File: src/rtl/hd44780_lcd_top.sv
// HD44780 character-LCD controller, 4-bit interface, write-only.
// After reset it waits for LCD power-up, runs the 4-bit init handshake,
// configures the display, writes "HELLO WORLD" to line 1 and then idles.
module hd44780_lcd_top #(
  parameter int unsigned T_POWERUP = 1500000,
  parameter int unsigned T_INIT1   = 410000,
  parameter int unsigned T_INIT2   = 10000,
  parameter int unsigned T_SETUP   = 4,
  parameter int unsigned T_EN_HIGH = 50,
  parameter int unsigned T_HOLD    = 100,
  parameter int unsigned T_CMD     = 5000,
  parameter int unsigned T_CLEAR   = 200000
) (
  input  logic       clk,
  input  logic       rst,
  output logic       lcd_rs,
  output logic       lcd_rw,
  output logic       lcd_en,
  output logic [3:0] lcd_data
);

  function automatic int unsigned max2(input int unsigned a, input int unsigned b);
    return (a > b) ? a : b;
  endfunction

  // Delay counter must hold the longest wait minus one.
  localparam int unsigned DLY_MAX = max2(max2(max2(T_POWERUP, T_INIT1), max2(T_INIT2, T_CMD)),
                                         max2(T_CLEAR, max2(T_SETUP, max2(T_EN_HIGH, T_HOLD))));
  localparam int DLY_W = $clog2(DLY_MAX + 1);

  typedef enum logic [2:0] {
    S_POWERUP,
    S_NIB_SETUP,
    S_NIB_EN,
    S_NIB_HOLD,
    S_WAIT,
    S_DONE
  } state_t;

  // Which part of the power-on script is being sent.
  typedef enum logic [1:0] {
    PH_INIT,  // single-nibble 0x3,0x3,0x3,0x2 handshake
    PH_CMD,   // configuration command bytes
    PH_MSG    // message data bytes
  } phase_t;

  localparam logic [3:0] MSG_LEN = 4'd11;

  // Byte (or, in the init phase, nibble in bits 3:0) for a given script item.
  function automatic logic [7:0] item_byte(input phase_t ph, input logic [3:0] i);
    logic [7:0] b;
    b = 8'h00;
    case (ph)
      PH_INIT: b = (i == 4'd3) ? 8'h02 : 8'h03;
      PH_CMD: begin
        case (i)
          4'd0:    b = 8'h28;  // 4-bit, 2 lines, 5x8 font
          4'd1:    b = 8'h0C;  // display on, cursor off
          4'd2:    b = 8'h01;  // clear display
          4'd3:    b = 8'h06;  // increment, no shift
          default: b = 8'h80;  // DDRAM address 0
        endcase
      end
      default: begin
        case (i)
          4'd0:    b = 8'h48;  // H
          4'd1:    b = 8'h45;  // E
          4'd2:    b = 8'h4C;  // L
          4'd3:    b = 8'h4C;  // L
          4'd4:    b = 8'h4F;  // O
          4'd5:    b = 8'h20;  // space
          4'd6:    b = 8'h57;  // W
          4'd7:    b = 8'h4F;  // O
          4'd8:    b = 8'h52;  // R
          4'd9:    b = 8'h4C;  // L
          4'd10:   b = 8'h44;  // D
          default: b = 8'h20;
        endcase
      end
    endcase
    return b;
  endfunction

  // First nibble put on the bus for an item: the lone nibble during init,
  // otherwise the high nibble of the byte.
  function automatic logic [3:0] first_nib(input phase_t ph, input logic [7:0] b);
    return (ph == PH_INIT) ? b[3:0] : b[7:4];
  endfunction

  state_t           state;
  phase_t           phase;
  logic [3:0]       idx;
  logic             low_nib;
  logic [DLY_W-1:0] cnt;

  phase_t           nxt_phase;
  logic [3:0]       nxt_idx;
  logic             nxt_done;
  logic [7:0]       cur_byte;
  logic [7:0]       nxt_byte;
  logic [DLY_W-1:0] wait_load;

  assign lcd_rw = 1'b0;

  // Current item, the item that follows it, and the wait owed after the current item.
  // NOTE: every always_comb output gets a default first so no path can infer a latch.
  always_comb begin
    cur_byte  = item_byte(phase, idx);
    nxt_phase = phase;
    nxt_idx   = idx + 4'd1;
    nxt_done  = 1'b0;
    case (phase)
      PH_INIT: if (idx == 4'd3) begin nxt_phase = PH_CMD; nxt_idx = 4'd0; end
      PH_CMD:  if (idx == 4'd4) begin nxt_phase = PH_MSG; nxt_idx = 4'd0; end
      default: if (nxt_idx == MSG_LEN) nxt_done = 1'b1;
    endcase
    nxt_byte = item_byte(nxt_phase, nxt_idx);

    if (phase == PH_INIT)
      wait_load = (idx == 4'd0) ? DLY_W'(T_INIT1 - 1) : DLY_W'(T_INIT2 - 1);
    else if (phase == PH_CMD && cur_byte == 8'h01)
      wait_load = DLY_W'(T_CLEAR - 1);
    else
      wait_load = DLY_W'(T_CMD - 1);
  end

  // Sequencer: every state lasts exactly its loaded count + 1 cycles; pins are registered here.
  // NOTE: sequential state uses non-blocking assignments so all registers update from pre-edge values.
  always_ff @(posedge clk or negedge rst) begin
    if (!rst) begin
      state    <= S_POWERUP;
      phase    <= PH_INIT;
      idx      <= 4'd0;
      low_nib  <= 1'b0;
      cnt      <= DLY_W'(T_POWERUP - 1);
      lcd_rs   <= 1'b0;
      lcd_en   <= 1'b0;
      lcd_data <= 4'h0;
    end else begin
      case (state)
        S_POWERUP: begin
          if (cnt == '0) begin
            state    <= S_NIB_SETUP;
            cnt      <= DLY_W'(T_SETUP - 1);
            lcd_rs   <= 1'b0;
            lcd_data <= first_nib(phase, cur_byte);
          end else begin
            cnt <= cnt - 1'b1;
          end
        end
        S_NIB_SETUP: begin
          if (cnt == '0) begin
            state  <= S_NIB_EN;
            cnt    <= DLY_W'(T_EN_HIGH - 1);
            lcd_en <= 1'b1;
          end else begin
            cnt <= cnt - 1'b1;
          end
        end
        S_NIB_EN: begin
          if (cnt == '0) begin
            state  <= S_NIB_HOLD;
            cnt    <= DLY_W'(T_HOLD - 1);
            lcd_en <= 1'b0;
          end else begin
            cnt <= cnt - 1'b1;
          end
        end
        S_NIB_HOLD: begin
          if (cnt == '0) begin
            if (phase != PH_INIT && !low_nib) begin
              // Second half of a byte: same rs, low nibble.
              state    <= S_NIB_SETUP;
              cnt      <= DLY_W'(T_SETUP - 1);
              low_nib  <= 1'b1;
              lcd_data <= cur_byte[3:0];
            end else begin
              state <= S_WAIT;
              cnt   <= wait_load;
            end
          end else begin
            cnt <= cnt - 1'b1;
          end
        end
        S_WAIT: begin
          if (cnt == '0) begin
            phase   <= nxt_phase;
            idx     <= nxt_idx;
            low_nib <= 1'b0;
            if (nxt_done) begin
              state    <= S_DONE;
              lcd_rs   <= 1'b0;
              lcd_data <= 4'h0;
            end else begin
              state    <= S_NIB_SETUP;
              cnt      <= DLY_W'(T_SETUP - 1);
              lcd_rs   <= (nxt_phase == PH_MSG);
              lcd_data <= first_nib(nxt_phase, nxt_byte);
            end
          end else begin
            cnt <= cnt - 1'b1;
          end
        end
        default: begin
          state    <= S_DONE;
          lcd_rs   <= 1'b0;
          lcd_en   <= 1'b0;
          lcd_data <= 4'h0;
        end
      endcase
    end
  end

endmodule

File: config.mk
export PLATFORM = sky130hd
export DESIGN_NAME = hd44780_lcd_top
export DESIGN_NICKNAME = d
export VERILOG_FILES = /design/src/rtl/hd44780_lcd_top.sv
export SDC_FILE = /design/constraint.sdc
export NUM_CORES = 1
export LEC_CHECK = 0
export BUFFER_PORTS_ARGS = -buffer_cell sky130_fd_sc_hd__buf_2
export CORE_AREA = 2 2 101 103
export CTS_CLUSTER_SIZE = 25
export DETAILED_ROUTE_END_ITERATION = 10
export DIE_AREA = 0 0 103 105
export GPL_TIMING_DRIVEN = 1
export PLACE_DENSITY_LB_ADDON = 0.25
export SLEW_MARGIN = 10
export SYNTH_ARGS = -nofsm -noshare
export SYNTH_HDL_FRONTEND = slang
export SYNTH_SLANG_ARGS = --single-unit
File: constraint.sdc
create_clock -name clk -period 4.1 [get_ports clk]
set_input_delay 0.82 -clock clk [delete_from_list [all_inputs] [get_ports clk]]
set_output_delay 0.82 -clock clk [all_outputs]
set_load 0.05 [all_outputs]
=== Yosys cells after proc, flatten, opt, wreduce, memory -nomap -nowiden ===
Memory sizes are Yosys's and may differ from the RTL's.
Index checks and enable logic that the tools add are counted.

* ROM bits: 224
* Input bits: 2
* Memories: 2
* Output and inout port bits: 7
* Flip-flop bits (word level): 37

{| class="wikitable"
|+ Memory list
! name !! words !! width !! rd ports !! clocked after memory_dff !! wr ports !! line !! text
|-
| (no name shown) || 16 || 7 || 1 || 0 || 0 || 65 || <nowiki>case (i)</nowiki>
|-
| (no name shown) || 16 || 7 || 1 || 0 || 0 || 65 ||
|}

* Mux-type cells: 50
* Equal/unequal tests: 23
* Reductions and logical operators: 23
* Add/subtract/negate cells: 2
* Bitwise gates (word level): 3

{| class="wikitable"
|+ Operators with widths
! kind !! number
|-
| $mux W21 || 7
|-
| $pmux W21 S5 || 1
|-
| $pmux W8 S4 || 2
|-
| $mux W19 || 2
|-
| $mux W4 || 9
|-
| $pmux W8 S2 || 2
|-
| $logic_not A21 Y1 || 1
|-
| $mux W3 || 7
|-
| $sub A21 B1 Y21 const B || 1
|-
| $mux W18 || 1
|-
| $eq A4 B2 Y1 const B || 4
|-
| $pmux W4 S4 || 1
|-
| $pmux W3 S5 || 1
|-
| $ne A2 B2 Y1 const B || 6
|-
| $mux W1 || 10
|-
| $reduce_and A5 Y1 || 2
|-
| $eq A4 B1 Y1 const B || 2
|-
| $eq A8 B1 Y1 const B || 1
|-
| $logic_not A4 Y1 || 2
|-
| $pmux W4 S2 || 1
|-
| $eq A3 B2 Y1 const B || 2
|-
| $pmux W1 S3 || 2
|-
| $reduce_and A3 Y1 || 2
|-
| $reduce_or A3 Y1 || 2
|-
| 21 further kinds || 30
|}

=== Longest topological paths before layout ===
* Depth after elaboration: 10
* Depth in mapped cells: 12

=== Least setup slack after synthesis ===
OpenSTA, ideal clock, no wires.

* Path kind: reg-to-reg
* Start: register idx[0]
* End: register cnt[7]
* Data required time: 3976 ps
* Path buffers: 2
* Arrival: 2597 ps
* Library setup time: 124 ps
* Cell stages (with the launch flop): 12
* Period minus slack after synthesis: 2721 ps
* Setup slack: 1379 ps
* Cell sequence: dfrtp_1 -> ha_1 -> clkbuf_1 -> inv_1 -> ha_1 -> buf_1 -> nand4bb_1 -> mux2i_1 -> o21ai_1 -> o21bai_2 -> o21ai_0 -> a211o_1

* Word-level cells in the longest chain between the ends: 10

{| class="wikitable"
|+ RTL lines
! item !! line !! text
|-
| start, declared || 92 || <nowiki>logic [3:0] idx;</nowiki>
|-
| start signal, assigned || 188 || <nowiki>idx <= nxt_idx;</nowiki>
|-
| branches (longest 10 deep; another with $mem_v2 Z16 W7) || -- ||
|-
| end signal, assigned || 144 || <nowiki>cnt <= DLY_W'(T_SETUP - 1);</nowiki>
|-
| end signal, assigned || 148 || <nowiki>cnt <= cnt - 1'b1;</nowiki>
|-
| end signal, assigned || 174 || <nowiki>cnt <= DLY_W'(T_SETUP - 1);</nowiki>
|-
| end, declared || 94 || <nowiki>logic [DLY_W-1:0] cnt;</nowiki>
|}

Several ways; the timed one is not identified.
A chain may end at the register's enable or synchronous reset.

=== Worst setup path in the final report ===
* Start: register idx[0]
* End: register lcd_data[3]

* Word-level cells in the longest chain between the ends: 10

{| class="wikitable"
|+ RTL lines
! item !! line !! text
|-
| branches (longest 9 deep; another with $mem_v2 Z16 W7) || -- ||
|-
| $pmux W4 S4 * || 140 || <nowiki>case (state)</nowiki>
|-
| end signal, assigned || 146 || <nowiki>lcd_data <= first_nib(phase, cur_byte);</nowiki>
|-
| end signal, assigned || 176 || <nowiki>lcd_data <= cur_byte[3:0];</nowiki>
|-
| end signal, assigned || 198 || <nowiki>lcd_data <= first_nib(nxt_phase, nxt_byte);</nowiki>
|-
| end, declared || 19 || <nowiki>output logic [3:0] lcd_data</nowiki>
|}

Mark *: on every way between the ends. The select of a mux whose other input is x is not followed.

==> flow_summary.json <==
{
  "core-area_sq_um": 9640,
  "cts-hold-fix-buffers": 0,
  "leakagePower_nw": 1.24,
  "swShare": 0.220,
  "relSlewSlack": 0.428,
  "die_area_sq_um": 10800,
  "synth_common_cells": "nand2_1, o21ai_0, nor2_1, a21oi_1, dfrtp_1",
  "die_w_um": 103,
  "antenna_cells": 0,
  "via_per_inst": 5.37,
  "regToRegEndpoint": "lcd_data[3]",
  "htreeDepth": 2,
  "overflow": 0,
  "pwr-share-comb": 0.014,
  "track_usage": 0.155,
  "antenna_left": 0,
  "max-cap-violations": 0,
  "layout-drive-gt1-share": 0.122,
  "arrival_ns": 3.47,
  "fp-row-count": 36,
  "cts_buffer_depth": 2,
  "ctsRootBufferMaster": "clkbuf_8",
  "end_kind": "register",
  "peakVddDrop_v": 0.0000981,
  "antenna_found_initial": 0,
  "rsz0062_at_grt": "false",
  "r2r_setup_slack_ns": 0.84,
  "finalCritPeriodShare": 0.794,
  "nets": 374,
  "min_path_cells": 1,
  "gp_congestion": 0.937,
  "drc": 0,
  "startpoint_type": "register",
  "avgRoutedWirePerCell_um": 16.0,
  "p_int_mw": 0.518,
  "hpwl_mm": 5.76,
  "grt_pass1_wl_mm": 13.2,
  "num_vias": 2649,
  "worstSetupPathType": "register to register",
  "synthDominantCellAreaShare": 0.200,
  "slew_viol_final": 0,
  "yosysMostFrequentCell": "nand2_1",
  "insertion_delay_ns": 0.30,
  "synth_cell_type_count": 70,
  "drt_iter0_drc": 95,
  "tns_ns": 0,
  "syn_area_sq_um": 2880,
  "cts_tree": "done",
  "clkPwrFrac": 0.435,
  "seq_power_share": 0.551,
  "port_buffers": 7,
  "synth_cells": 364,
  "ys.flop_type": "dfrtp_1",
  "cp_max_fo": 7,
  "synth_edf_count": 0,
  "initial_utilization": 0.299,
  "clkSinkCount": 37,
  "whs_endpoint": "cnt[20]",
  "dieHeight_um": 105,
  "tightestPinTransition_ns": 0.858,
  "skew_ns": 0.00563,
  "yosysWarningCount": 0,
  "synth.area.top_cells": "dfrtp_1, dfstp_2, o21ai_0",
  "outcome": "completed",
  "setup_viol": 0,
  "p_sw_mw": 0.146,
  "ctsResizeCount": 0,
  "power_mw": 0.664,
  "synth_area_leader_cell": "dfrtp_1",
  "rr_worst_depth": 11,
  "synthToLayoutAreaGrowth_pct": 7.34,
  "power_density_nw_per_um2": 215,
  "synthesis.nets": 379,
  "cp.required_ns": 4.31,
  "cts_buffers": 5,
  "min_from": "cnt[20]",
  "postCtsSetupBuffers": 0,
  "drt-pass1-iter-count": 4,
  "period_needed_ns": 3.26,
  "grt_max_degree": 38,
  "reg2reg_from": "idx[0]",
  "synthArstFlopShare": 1.00,
  "hold_path.class": "register to register",
  "clk_pin_slew_worst_paths_ns": 0.07,
  "wirelength_mm": 7.87,
  "grt_pass1_vias": 2567,
  "max_freq_ghz": 0.307,
  "io_pins": 9,
  "ys_seq_elements": 37,
  "finalHoldViolCount": 0,
  "syn_area_per_cell_sq_um": 7.91,
  "seq_area_frac_synth": 0.328
}
## layer usage
metal  vias up  part of all wire  track usage  wire length [um]
li1       1313                 -            -                 -
met1      1278              0.50        0.224              3900
met3        13             0.030       0.0247               238
met2        45              0.45        0.231              3530
met4         0             0.025       0.0573               200
met5         -                 0            0                 0
## cells in the final DEF, fill, tap and decap left out, types with 4 or more instances in the layout
master	count
a21oi_1	29
a31oi_1	6
buf_2	7
clkbuf_8	7
dfrtp_1	23
dfstp_2	14
ha_1	13
inv_1	17
nand2_1	39
nand2b_1	7
nand3_1	7
nor2_1	32
nor2b_1	6
nor3_1	14
nor4_1	4
o21a_1	5
o21ai_0	35
o21ai_1	8
o31ai_1	4
or3_1	7
## power by group through the flow
stage	logic (mW)	registers, mW	clock network, mW
after floorplan	0.00273	0.372	0
after global placement	0.0101	0.372	0
after detailed placement	0.0101	0.372	0
after CTS	0.0101	0.365	0.301
after global routing	0.0111	0.365	0.321
final	0.00947	0.365	0.289
## how the worst max path moves through the flow
stage               cells past startpoint          end  slack [ns]   start
floorplan                              11       cnt[7]        1.38  idx[0]
CTS                                    11  lcd_data[3]        0.86  idx[0]
detailed placement                     11  lcd_data[3]        0.88  idx[0]
finish                                 11  lcd_data[3]        0.84  idx[0]
global route                           11  lcd_data[3]        0.46  idx[0]
global placement                       11  lcd_data[3]        0.95  idx[0]
## flip-flops by register name (all words and copies together) (netlist names)
register	count
lcd_data	4
lcd_rs	1
cnt	21
phase	2
state	3
idx	4
lcd_en	1
low_nib	1
## logic make-up (layout without fill, tap and decap cells)
logic type | Yosys count | count (layout) | share of synthesized area
and+or+nand+nor | 142 | 142 | 0.254
buffers and inverters | 38 | 34 | 0.0591
muxes | 2 | 2 | 0.00738
xor gates and xnor gates | 4 | 4 | 0.0122
other | 1 | 1 | 0.00130
AOI/OAI and AO/OA | 127 | 127 | 0.282
DFF | 37 | 37 | 0.328
adders and majority gates | 13 | 13 | 0.0565
## worst max-delay path, stage by stage, from the launching register on
cell	delay, ns
dfrtp_1	0.43
inv_1	0.12
ha_1	0.29
and3_1	0.17
o21ai_0	0.50
nand2_1	0.26
ha_1	0.29
nor4_1	0.32
nor2_1	0.07
a2111oi_0	0.44
a221oi_1	0.10
o21ai_0	0.19
## per-stage QoR
step / cell area, sq um / utilization / hold slack (ns) / cells / worst slack (ns)
after floorplan: 2880 / - / 0.444 / 364 / 1.38
after CTS: 3090 / 0.321 / 0.466 / 493 / 0.855
after global routing: 3090 / 0.321 / 0.475 / 493 / 0.457
after detailed placement: 2990 / 0.310 / 0.454 / 485 / 0.883
final: 3090 / 0.321 / 0.463 / 493 / 0.845
after global placement: 2990 / 0.310 / 0.455 / 485 / 0.951
## final cells by class
type	count	area, sq um
inverter	17	63.8
clock inverter	1	5.00
sequential	37	943
tap	133	166
timing repair buffer	9	50.0
fill	1065	6550
multi-input combinational	289	1770
clock buffer	7	96.3
Power figures use the tool's default switching activity.
